**src/rtl/proc_pkg.sv**
```systemverilog
// Shared processor-datapath types and defaults used by the register file,
// its bus interface and its read ports.
package proc_pkg;

    localparam int DATA_W_DEF = 32;
    localparam int ADDR_W_DEF = 4;

    typedef logic [DATA_W_DEF-1:0] word_t;
    typedef logic [ADDR_W_DEF-1:0] reg_idx_t;

    // Scoreboard flag per register: a reserved destination stays PENDING until written back.
    typedef enum logic {
        IDLE    = 1'b0,
        PENDING = 1'b1
    } busy_state_e;

    function automatic logic idx_in_range(input int unsigned idx, input int unsigned depth);
        return idx < depth;
    endfunction

    // A live index holds real state: in range and not the hardwired zero register.
    function automatic logic idx_live(input int unsigned idx, input int unsigned depth,
                                      input bit zero_reg);
        return (idx < depth) && !(zero_reg && (idx == 0));
    endfunction

endpackage

```
**src/rtl/reg_file_sb_if.sv**
```systemverilog
// Decode/writeback-side bus of the register file: writeback, two read ports
// and the reservation channel into the busy scoreboard.
interface reg_file_sb_if
    import proc_pkg::*;
#(
    parameter int DATA_W = DATA_W_DEF,
    parameter int ADDR_W = ADDR_W_DEF
);

    logic              wr_en;
    logic [ADDR_W-1:0] wr_addr;
    logic [DATA_W-1:0] wr_data;

    logic [ADDR_W-1:0] rd_addr_a;
    logic [ADDR_W-1:0] rd_addr_b;
    logic [DATA_W-1:0] rd_data_a;
    logic [DATA_W-1:0] rd_data_b;
    logic              busy_a;
    logic              busy_b;

    logic              rsv_en;
    logic [ADDR_W-1:0] rsv_addr;
    logic              rsv_conflict;

    modport master (
        output wr_en, wr_addr, wr_data,
        output rd_addr_a, rd_addr_b,
        output rsv_en, rsv_addr,
        input  rd_data_a, rd_data_b, busy_a, busy_b, rsv_conflict
    );

    modport slave (
        input  wr_en, wr_addr, wr_data,
        input  rd_addr_a, rd_addr_b,
        input  rsv_en, rsv_addr,
        output rd_data_a, rd_data_b, busy_a, busy_b, rsv_conflict
    );

endinterface

```
**src/rtl/reg_file_sb_port.sv**
```systemverilog
// One registered read port: range/zero-register check, write-first bypass
// and busy lookup, all captured together so data and busy stay aligned.
module reg_file_sb_port
    import proc_pkg::*;
#(
    parameter int DATA_W   = DATA_W_DEF,
    parameter int DEPTH    = 16,
    parameter int ADDR_W   = ADDR_W_DEF,
    parameter int ZERO_REG = 0
) (
    input  logic              clock,
    input  logic              reset,
    input  logic [ADDR_W-1:0] rd_addr,
    input  logic              wr_ok,
    input  logic [ADDR_W-1:0] wr_addr,
    input  logic [DATA_W-1:0] wr_data,
    input  logic              rsv_accept,
    input  logic [ADDR_W-1:0] rsv_addr,
    input  logic [DATA_W-1:0] regs [DEPTH],
    input  logic [DEPTH-1:0]  busy,
    output logic [DATA_W-1:0] rd_data,
    output logic              rd_busy
);

    localparam int IDX_W = (DEPTH > 1) ? $clog2(DEPTH) : 1;

    logic [IDX_W-1:0]  rd_idx;
    logic              addr_live;
    logic [DATA_W-1:0] rd_data_d, rd_data_q;
    logic              rd_busy_d, rd_busy_q;

    // NOTE: every output of this block gets a default first, so no path can
    // leave a value held over from a previous evaluation and infer a latch.
    always_comb begin
        rd_idx    = IDX_W'(rd_addr);
        addr_live = idx_live(32'(rd_addr), DEPTH, ZERO_REG != 0);
        rd_data_d = '0;
        rd_busy_d = 1'b0;
        if (addr_live) begin
            if (wr_ok && (wr_addr == rd_addr)) begin
                // Write-first: a same-cycle reservation of this index keeps it busy.
                rd_data_d = wr_data;
                rd_busy_d = rsv_accept && (rsv_addr == rd_addr);
            end else begin
                rd_data_d = regs[rd_idx];
                rd_busy_d = busy[rd_idx];
            end
        end
    end

    // NOTE: non-blocking assignments in clocked blocks, so every flop samples
    // the pre-edge value of its _d regardless of process ordering.
    always_ff @(posedge clock or posedge reset) begin
        if (reset) begin
            rd_data_q <= '0;
            rd_busy_q <= 1'b0;
        end else begin
            rd_data_q <= rd_data_d;
            rd_busy_q <= rd_busy_d;
        end
    end

    assign rd_data = rd_data_q;
    assign rd_busy = rd_busy_q;

endmodule

```
**src/rtl/reg_file_sb.sv**
```systemverilog
// Parametrised register file with two registered read ports, write-to-read
// bypass and a per-register busy scoreboard (reserve at issue, clear at writeback).
module reg_file_sb
    import proc_pkg::*;
#(
    parameter int DATA_W   = DATA_W_DEF,
    parameter int DEPTH    = 16,
    parameter int ADDR_W   = ADDR_W_DEF,
    parameter int ZERO_REG = 0
) (
    input  logic         clock,
    input  logic         reset,
    reg_file_sb_if.slave bus
);

    localparam int IDX_W = (DEPTH > 1) ? $clog2(DEPTH) : 1;

    logic [DATA_W-1:0] regs_q [DEPTH];
    logic [DATA_W-1:0] regs_d [DEPTH];
    busy_state_e       busy_q [DEPTH];
    busy_state_e       busy_d [DEPTH];
    logic [DEPTH-1:0]  busy_vec;
    logic              rsv_conflict_q, rsv_conflict_d;

    logic              wr_ok;
    logic              rsv_ok;
    logic              rsv_in_range;
    logic              rsv_is_busy;
    logic              wr_hits_rsv;
    logic              rsv_accept;
    logic [IDX_W-1:0]  wr_idx;
    logic [IDX_W-1:0]  rsv_idx;

    assign wr_idx  = IDX_W'(bus.wr_addr);
    assign rsv_idx = IDX_W'(bus.rsv_addr);

    always_comb begin
        wr_ok        = bus.wr_en && idx_live(32'(bus.wr_addr), DEPTH, ZERO_REG != 0);
        rsv_ok       = bus.rsv_en && idx_live(32'(bus.rsv_addr), DEPTH, ZERO_REG != 0);
        rsv_in_range = idx_in_range(32'(bus.rsv_addr), DEPTH);
        rsv_is_busy  = rsv_in_range && (busy_q[rsv_idx] == PENDING);
        wr_hits_rsv  = wr_ok && (bus.wr_addr == bus.rsv_addr);

        // A busy register may be re-reserved only in the cycle it is written back.
        rsv_accept     = rsv_ok && (!rsv_is_busy || wr_hits_rsv);
        rsv_conflict_d = bus.rsv_en &&
                         (!rsv_in_range || (rsv_ok && rsv_is_busy && !wr_hits_rsv));

        regs_d = regs_q;
        busy_d = busy_q;
        if (wr_ok) begin
            regs_d[wr_idx] = bus.wr_data;
            busy_d[wr_idx] = IDLE;
        end
        if (rsv_accept) begin
            busy_d[rsv_idx] = PENDING;
        end
    end

    always_comb begin
        busy_vec = '0;
        for (int i = 0; i < DEPTH; i++) begin
            busy_vec[i] = (busy_q[i] == PENDING);
        end
    end

    // NOTE: the storage array is reset along with the control flops because
    // software relies on every register reading 0 after reset.
    always_ff @(posedge clock or posedge reset) begin
        if (reset) begin
            for (int i = 0; i < DEPTH; i++) begin
                regs_q[i] <= '0;
                busy_q[i] <= IDLE;
            end
            rsv_conflict_q <= 1'b0;
        end else begin
            regs_q         <= regs_d;
            busy_q         <= busy_d;
            rsv_conflict_q <= rsv_conflict_d;
        end
    end

    assign bus.rsv_conflict = rsv_conflict_q;

    reg_file_sb_port #(
        .DATA_W  (DATA_W),
        .DEPTH   (DEPTH),
        .ADDR_W  (ADDR_W),
        .ZERO_REG(ZERO_REG)
    ) u_port_a (
        .clock     (clock),
        .reset     (reset),
        .rd_addr   (bus.rd_addr_a),
        .wr_ok     (wr_ok),
        .wr_addr   (bus.wr_addr),
        .wr_data   (bus.wr_data),
        .rsv_accept(rsv_accept),
        .rsv_addr  (bus.rsv_addr),
        .regs      (regs_q),
        .busy      (busy_vec),
        .rd_data   (bus.rd_data_a),
        .rd_busy   (bus.busy_a)
    );

    reg_file_sb_port #(
        .DATA_W  (DATA_W),
        .DEPTH   (DEPTH),
        .ADDR_W  (ADDR_W),
        .ZERO_REG(ZERO_REG)
    ) u_port_b (
        .clock     (clock),
        .reset     (reset),
        .rd_addr   (bus.rd_addr_b),
        .wr_ok     (wr_ok),
        .wr_addr   (bus.wr_addr),
        .wr_data   (bus.wr_data),
        .rsv_accept(rsv_accept),
        .rsv_addr  (bus.rsv_addr),
        .regs      (regs_q),
        .busy      (busy_vec),
        .rd_data   (bus.rd_data_b),
        .rd_busy   (bus.busy_b)
    );

endmodule

```
**src/flat_wrapper.sv**
```systemverilog
// flat-port wrapper written by rule: the top's interface ports become plain ports
module reg_file_sb_flat import proc_pkg::*;
#(
    parameter int DATA_W   = DATA_W_DEF,
    parameter int DEPTH    = 16,
    parameter int ADDR_W   = ADDR_W_DEF,
    parameter int ZERO_REG = 0
)
  (clock, reset, bus_wr_en, bus_wr_addr, bus_wr_data, bus_rd_addr_a, bus_rd_addr_b, bus_rsv_en, bus_rsv_addr, bus_rd_data_a, bus_rd_data_b, bus_busy_a, bus_busy_b, bus_rsv_conflict);
  reg_file_sb_if #(.DATA_W(DATA_W), .ADDR_W(ADDR_W)) bus_i ();
  input  logic clock;
  input  logic reset;
  input wire logic [$bits(bus_i.wr_en)-1:0] bus_wr_en;
  input wire logic [$bits(bus_i.wr_addr)-1:0] bus_wr_addr;
  input wire logic [$bits(bus_i.wr_data)-1:0] bus_wr_data;
  input wire logic [$bits(bus_i.rd_addr_a)-1:0] bus_rd_addr_a;
  input wire logic [$bits(bus_i.rd_addr_b)-1:0] bus_rd_addr_b;
  input wire logic [$bits(bus_i.rsv_en)-1:0] bus_rsv_en;
  input wire logic [$bits(bus_i.rsv_addr)-1:0] bus_rsv_addr;
  output wire logic [$bits(bus_i.rd_data_a)-1:0] bus_rd_data_a;
  output wire logic [$bits(bus_i.rd_data_b)-1:0] bus_rd_data_b;
  output wire logic [$bits(bus_i.busy_a)-1:0] bus_busy_a;
  output wire logic [$bits(bus_i.busy_b)-1:0] bus_busy_b;
  output wire logic [$bits(bus_i.rsv_conflict)-1:0] bus_rsv_conflict;
  assign bus_i.wr_en = bus_wr_en;
  assign bus_i.wr_addr = bus_wr_addr;
  assign bus_i.wr_data = bus_wr_data;
  assign bus_i.rd_addr_a = bus_rd_addr_a;
  assign bus_i.rd_addr_b = bus_rd_addr_b;
  assign bus_i.rsv_en = bus_rsv_en;
  assign bus_i.rsv_addr = bus_rsv_addr;
  assign bus_rd_data_a = bus_i.rd_data_a;
  assign bus_rd_data_b = bus_i.rd_data_b;
  assign bus_busy_a = bus_i.busy_a;
  assign bus_busy_b = bus_i.busy_b;
  assign bus_rsv_conflict = bus_i.rsv_conflict;
  reg_file_sb #(.DATA_W(DATA_W), .DEPTH(DEPTH), .ADDR_W(ADDR_W), .ZERO_REG(ZERO_REG)) u_core (.clock(clock), .reset(reset), .bus(bus_i));
endmodule
```
**config.mk**
```make
export PLATFORM = sky130hd
export DESIGN_NAME = reg_file_sb_flat
export DESIGN_NICKNAME = d
export VERILOG_FILES = /design/src/rtl/proc_pkg.sv /design/src/rtl/reg_file_sb_if.sv /design/src/rtl/reg_file_sb_port.sv /design/src/rtl/reg_file_sb.sv /design/src/flat_wrapper.sv
export SDC_FILE = /design/constraint.sdc
export NUM_CORES = 1
export LEC_CHECK = 0
export CAP_MARGIN = 20
export CORE_ASPECT_RATIO = 0.9
export CORE_UTILIZATION = 40
export DETAILED_ROUTE_END_ITERATION = 10
export PLACE_DENSITY = 0.66
export REMOVE_ABC_BUFFERS = 1
export SLEW_MARGIN = 20
export SYNTH_ARGS = -nofsm -noshare
export SYNTH_HDL_FRONTEND = slang
export SYNTH_HIERARCHICAL = 1
export SYNTH_SLANG_ARGS = --single-unit
```
**constraint.sdc**
```tcl
create_clock -name clock -period 24.5 [get_ports clock]
set_input_delay 4.9 -clock clock [delete_from_list [all_inputs] [get_ports clock]]
set_output_delay 4.9 -clock clock [all_outputs]
set_load 0.05 [all_outputs]
```
Word level (Yosys, flattened, before mapping)
Cells that the tools add are included.
{"block": "word_totals", "regBits": 595, "output_inout_bits": 67, "word_cells": 97}
{"block": "classes", "n_lt_le_gt_ge": 8, "n_eq_ne": 5, "mux": 26, "n_bitwise": 7, "reduce_logical": 14}
{"cell": "$bwmux W512", "n": 1}
{"cell": "$bmux W32 S4", "n": 2}
{"cell": "$mux W32", "n": 7}
{"cell": "$demux W32 S4", "n": 1}
{"cell": "$mux W16", "n": 2}
{"cell": "$eq A4 B4 Y1", "n": 5}
{"cell": "$ge A5 B5 Y1 const B", "n": 4}
{"cell": "$not A4 Y5", "n": 4}
{"cell": "$and A16 B16 Y16", "n": 1}
{"cell": "$not A16 Y16", "n": 1}
{"cell": "$or A16 B16 Y16", "n": 1}
{"cell": "$bmux W1 S4", "n": 3}
{"cell": "$logic_and A1 B1 Y1", "n": 11}
{"cell": "$lt A4 B5 Y1 const B", "n": 2}
{"cell": "$lt A5 B1 Y1 const B", "n": 2}
{"cell": "$demux W1 S4", "n": 2}
{"cell": "$mux W1", "n": 8}
{"cell": "$logic_not A1 Y1", "n": 2}
{"cell": "$logic_or A1 B1 Y1", "n": 1}

Logic depth before layout (Yosys ltp)
{"block": "depth", "ltp_word": 10, "ltp_mapped": 8, "depth_no_buf": 6}

Cells and area by module
The synthesis kept the hierarchy.
{"module": "reg_file_sb", "n_inst": 1, "cells_each": 1217, "area_per_inst_um2": 20108.0}
{"module": "reg_file_sb_port", "n_inst": 2, "cells_each": 361, "area_per_inst_um2": 5248.8}

Least setup slack after synthesis
No wires, ideal clock.
{"block": "synth_path", "path_kind": "input to register", "from": "input port bus_rd_addr_a[0]", "to": "register u_core.u_port_a.rd_data_q[15] (netlist: u_core/u_port_a/rd_data[15])", "arrival_time_ps": 6316, "setup_slack_ps": 18059, "stages": 6, "n_path_buf": 2, "path_cell_list": "buf_6 buf_2 mux4_1 a22oi_1 nand2_1 mux2_2"}
{"block": "synth_between", "elab_chain_cells": 5}
{"item": "start: declaration", "line_no": "flat_wrapper.sv:16", "source": "input wire logic [$bits(bus_i.rd_addr_a)-1:0] bus_rd_addr_a;"}
{"item": "$not A4 Y5 (implied by the code)", "line_no": "reg_file_sb_port.sv:45", "source": "rd_data_d = regs[rd_idx];"}
{"item": "$bmux W32 S4", "line_no": "reg_file_sb_port.sv:45"}
{"item": "$mux W32 (implied by the code) (2 in a row)", "line_no": "reg_file_sb_port.sv:45"}
{"item": "$mux W32 (*)", "line_no": "reg_file_sb_port.sv:40", "source": "if (wr_ok && (wr_addr == rd_addr)) begin"}
{"item": "named net u_core.u_port_a.rd_data_d[15]", "line_no": "reg_file_sb_port.sv:29", "source": "logic [DATA_W-1:0] rd_data_d, rd_data_q;"}
{"item": "end signal: assignment", "line_no": "reg_file_sb_port.sv:58", "source": "rd_data_q <= rd_data_d;"}
{"item": "end: declaration", "line_no": "reg_file_sb_port.sv:29"}
Mark *: on every way through the listed nets, which the timed path passes. The rest lies on a longest branch. The select of a mux whose other input is x is not followed.
A chain may end at the register's enable or synchronous reset.

==> metrics.txt <==
outcome=complete, no violations; placed cells=2,930; area leader, netlist=dfrtp_1; combinational power share=0.253; Slew @ Worst Pin=1.14 ns; DP Wirelength=46,800 um; drt first-iter violations=1,618; drt wl/cell=28.6 um; Power, Total=3.15 mW; Sw Ratio=0.293; final setup violation count=0; met1 usage=0.306; warnings from Yosys=6; Crit path buffers/inverters=4; H-tree depth=3; ant diodes=0; Final nets=2,035; WP data arrival=8.05 ns; Worst-Skew Late Latency=0.60 ns; Port Buffers=118; clock tree root driver cell=clkbuf_16; die width=294 um; post-synthesis sequential area ratio=0.486; post-CTS setup buffer count=0; commonest cells after routing, fill and taps aside=595 x dfrtp_1, 571 x mux2_2, 246 x mux4_2; Setup crit end kind=async pin; HP Class=register to register; Reg area=14,900 sq um; power per cell area=91.1 nW/um^2; Place WS=16.34 ns; core area=75,200 sq um; Synth top area share=0.486; Sink Count=595; Syn Inst Count=1,939; Slew Limit Fails=0; First-pass DRT Iterations=5; RSZ-0062 raised after global routing=false; worst vdd ir=0.0000421 V; reg2reg setup slack=22.73 ns; # DRC=0; skew final=0.0141 ns; largest net degree at the start of global routing=180; worst setup margin=17.03 ns; RR Endpoint=u_core/u_port_b/rd_busy; Worst path max stage delay=0.87 ns; critical path's slowest cell=buf_4; Post-Route WL=87,000 um; Global Route met3 Usage=0.0534; Longest Clk Path Bufs=3; Num CTS Buffers=68; Vias/cell=6.17; vias=18.8k; CP Launch Type=input port; layout cell share with drive strength beyond 1=0.491; main area contributors after synthesis=dfrtp_1 49%, mux2_2 21%, mux4_2 18%; Slew headroom=0.241; shortest period the worst path allows=7.47 ns; synth unique cells=36; ANT nets after route=0; Final Hold Fails=0; Hold Buf Count CTS=0; initial antenna violation count=1; CTS tree=yes; Placer Congestion=0.821; met2 Usage GRT=0.358; R2R Path Start=u_core/busy_q[2]; static leakage=14.2 nW; Reg power frac=0.441; CP Max Fanout=179; Syn Std Cell Area=30,600 sq um; Hold WS=0.518 ns; Ports=119; number of synthesized register bits=595; crit path from=reset; HP Start=u_core/regs_q[511]; P&R area growth vs syn=13.1%; hold depth=1; FILL cells=6,447; Clock power frac=0.306; total congestion overflow=0; most crowded layer after global routing=met2; Primary FF master, synth=dfrtp_1; die height=264 um; final design area excluding fillers=34,600 sq um; initial core utilization=0.407; area of the multi-input gates=14,800 sq um; Avg Inst Size Synth=15.8 sq um; placed cell area=32,500 sq um; fin cells=3,041; WS Path Type=input port to async pin; Internal=2.23 mW; Final Util=0.460; r2r worst-path depth=6; die area=77,600 sq um; Tot GR Track Use=0.226; global-route wire length before repair=131,000 um; setup TNS=0 ns; Post-synth ARST share=1.00; Clk pin slew, worst setup/hold paths=0.06 ns; Sw Pwr=0.924 mW; critical-path cell list=clkdlybuf4s50_1 > inv_8 > buf_4 > buf_12; Final period util=0.305; Post-synth EDFFs=0; max-cap violations=0; WHS Endpoint=u_core/regs_q[511]; CTS-repair resized insts=0; vias in the first global route=20.0k; max frequency=134 MHz; Worst EP required=25.08 ns; Rows=95; Top delay family on crit path=buffers and inverters; most common cell after layout, fill and taps aside=dfrtp_1
layer usage:
| layer | up-vias | wire [um] |
|---|---|---|
| met2 | 765 | 41400 |
| li1 | 7618 | - |
| met5 | - | 13 |
| met4 | 2 | 2840 |
| met3 | 211 | 6220 |
| met1 | 10200 | 36500 |
how the worst max path moves through the flow:
stage,endpoint,slack (ns),cells past startpoint
3_3_place_gp,u_core/regs_q[387],16.48,4
2_1_floorplan,u_core/bus.rsv_conflict,4.82,1
3_5_place_dp,u_core/regs_q[291],16.34,4
5_1_grt,u_core/regs_q[281],16.60,4
4_1_cts,u_core/regs_q[36],16.99,4
6_report,u_core/regs_q[323],17.03,4
synth_stat cells, drive strengths merged (6+ instances only):
library cell	instances
mux4	266
nor2	12
dfrtp	595
clkbuf	67
xor2	15
nand3b	6
a22oi	124
mux2	578
buf	118
o31ai	11
mux2i	21
nand2	73
o21ai	9
cell type report:
class,instances,share of cell area
clock inverter,8,0.00137
sequential,595,0.430
clock buffer,102,0.0584
tap,1018,0.0368
inverter,4,0.000650
timing repair buffer,159,0.0444
multi-input combinational,1155,0.428
power by group through the flow:
stage	registers, mW	logic, mW	clock network (mW)
floorplan	1.45	0.487	0
global placement	1.38	0.777	0
detailed placement	1.40	0.796	0
CTS	1.39	0.800	0.985
global route	1.42	0.844	1.03
finish	1.39	0.798	0.964
flip-flops by register name, summed over array words and instances, names as in the netlist:
signal                   cells
u_core/bus.rsv_conflict      1
u_core/busy_q               16
u_core/u_port_a/rd_data     32
u_core/u_port_a/rd_busy      1
u_core/regs_q              512
u_core/u_port_b/rd_busy      1
u_core/u_port_b/rd_data     32
worst reg2reg max path, stage by stage (launching register included):
cell and delay, ns:
dfrtp_1 0.42, mux2i_1 0.09, mux4_2 0.55, mux2i_1 0.19, a21boi_0 0.19, nand3_1 0.11
mux2i_1 0.07
kinds of logic after synthesis:
family	Yosys count	synth area share
buffers and inverters	189	0.0330
multiplexers	865	0.419
XOR/XNOR	20	0.00572
AO/OA/AOI/OAI	152	0.0377
AND/OR/NAND/NOR	118	0.0185
flip-flops	595	0.486
Note: power is estimated with default switching activity, not from simulation.
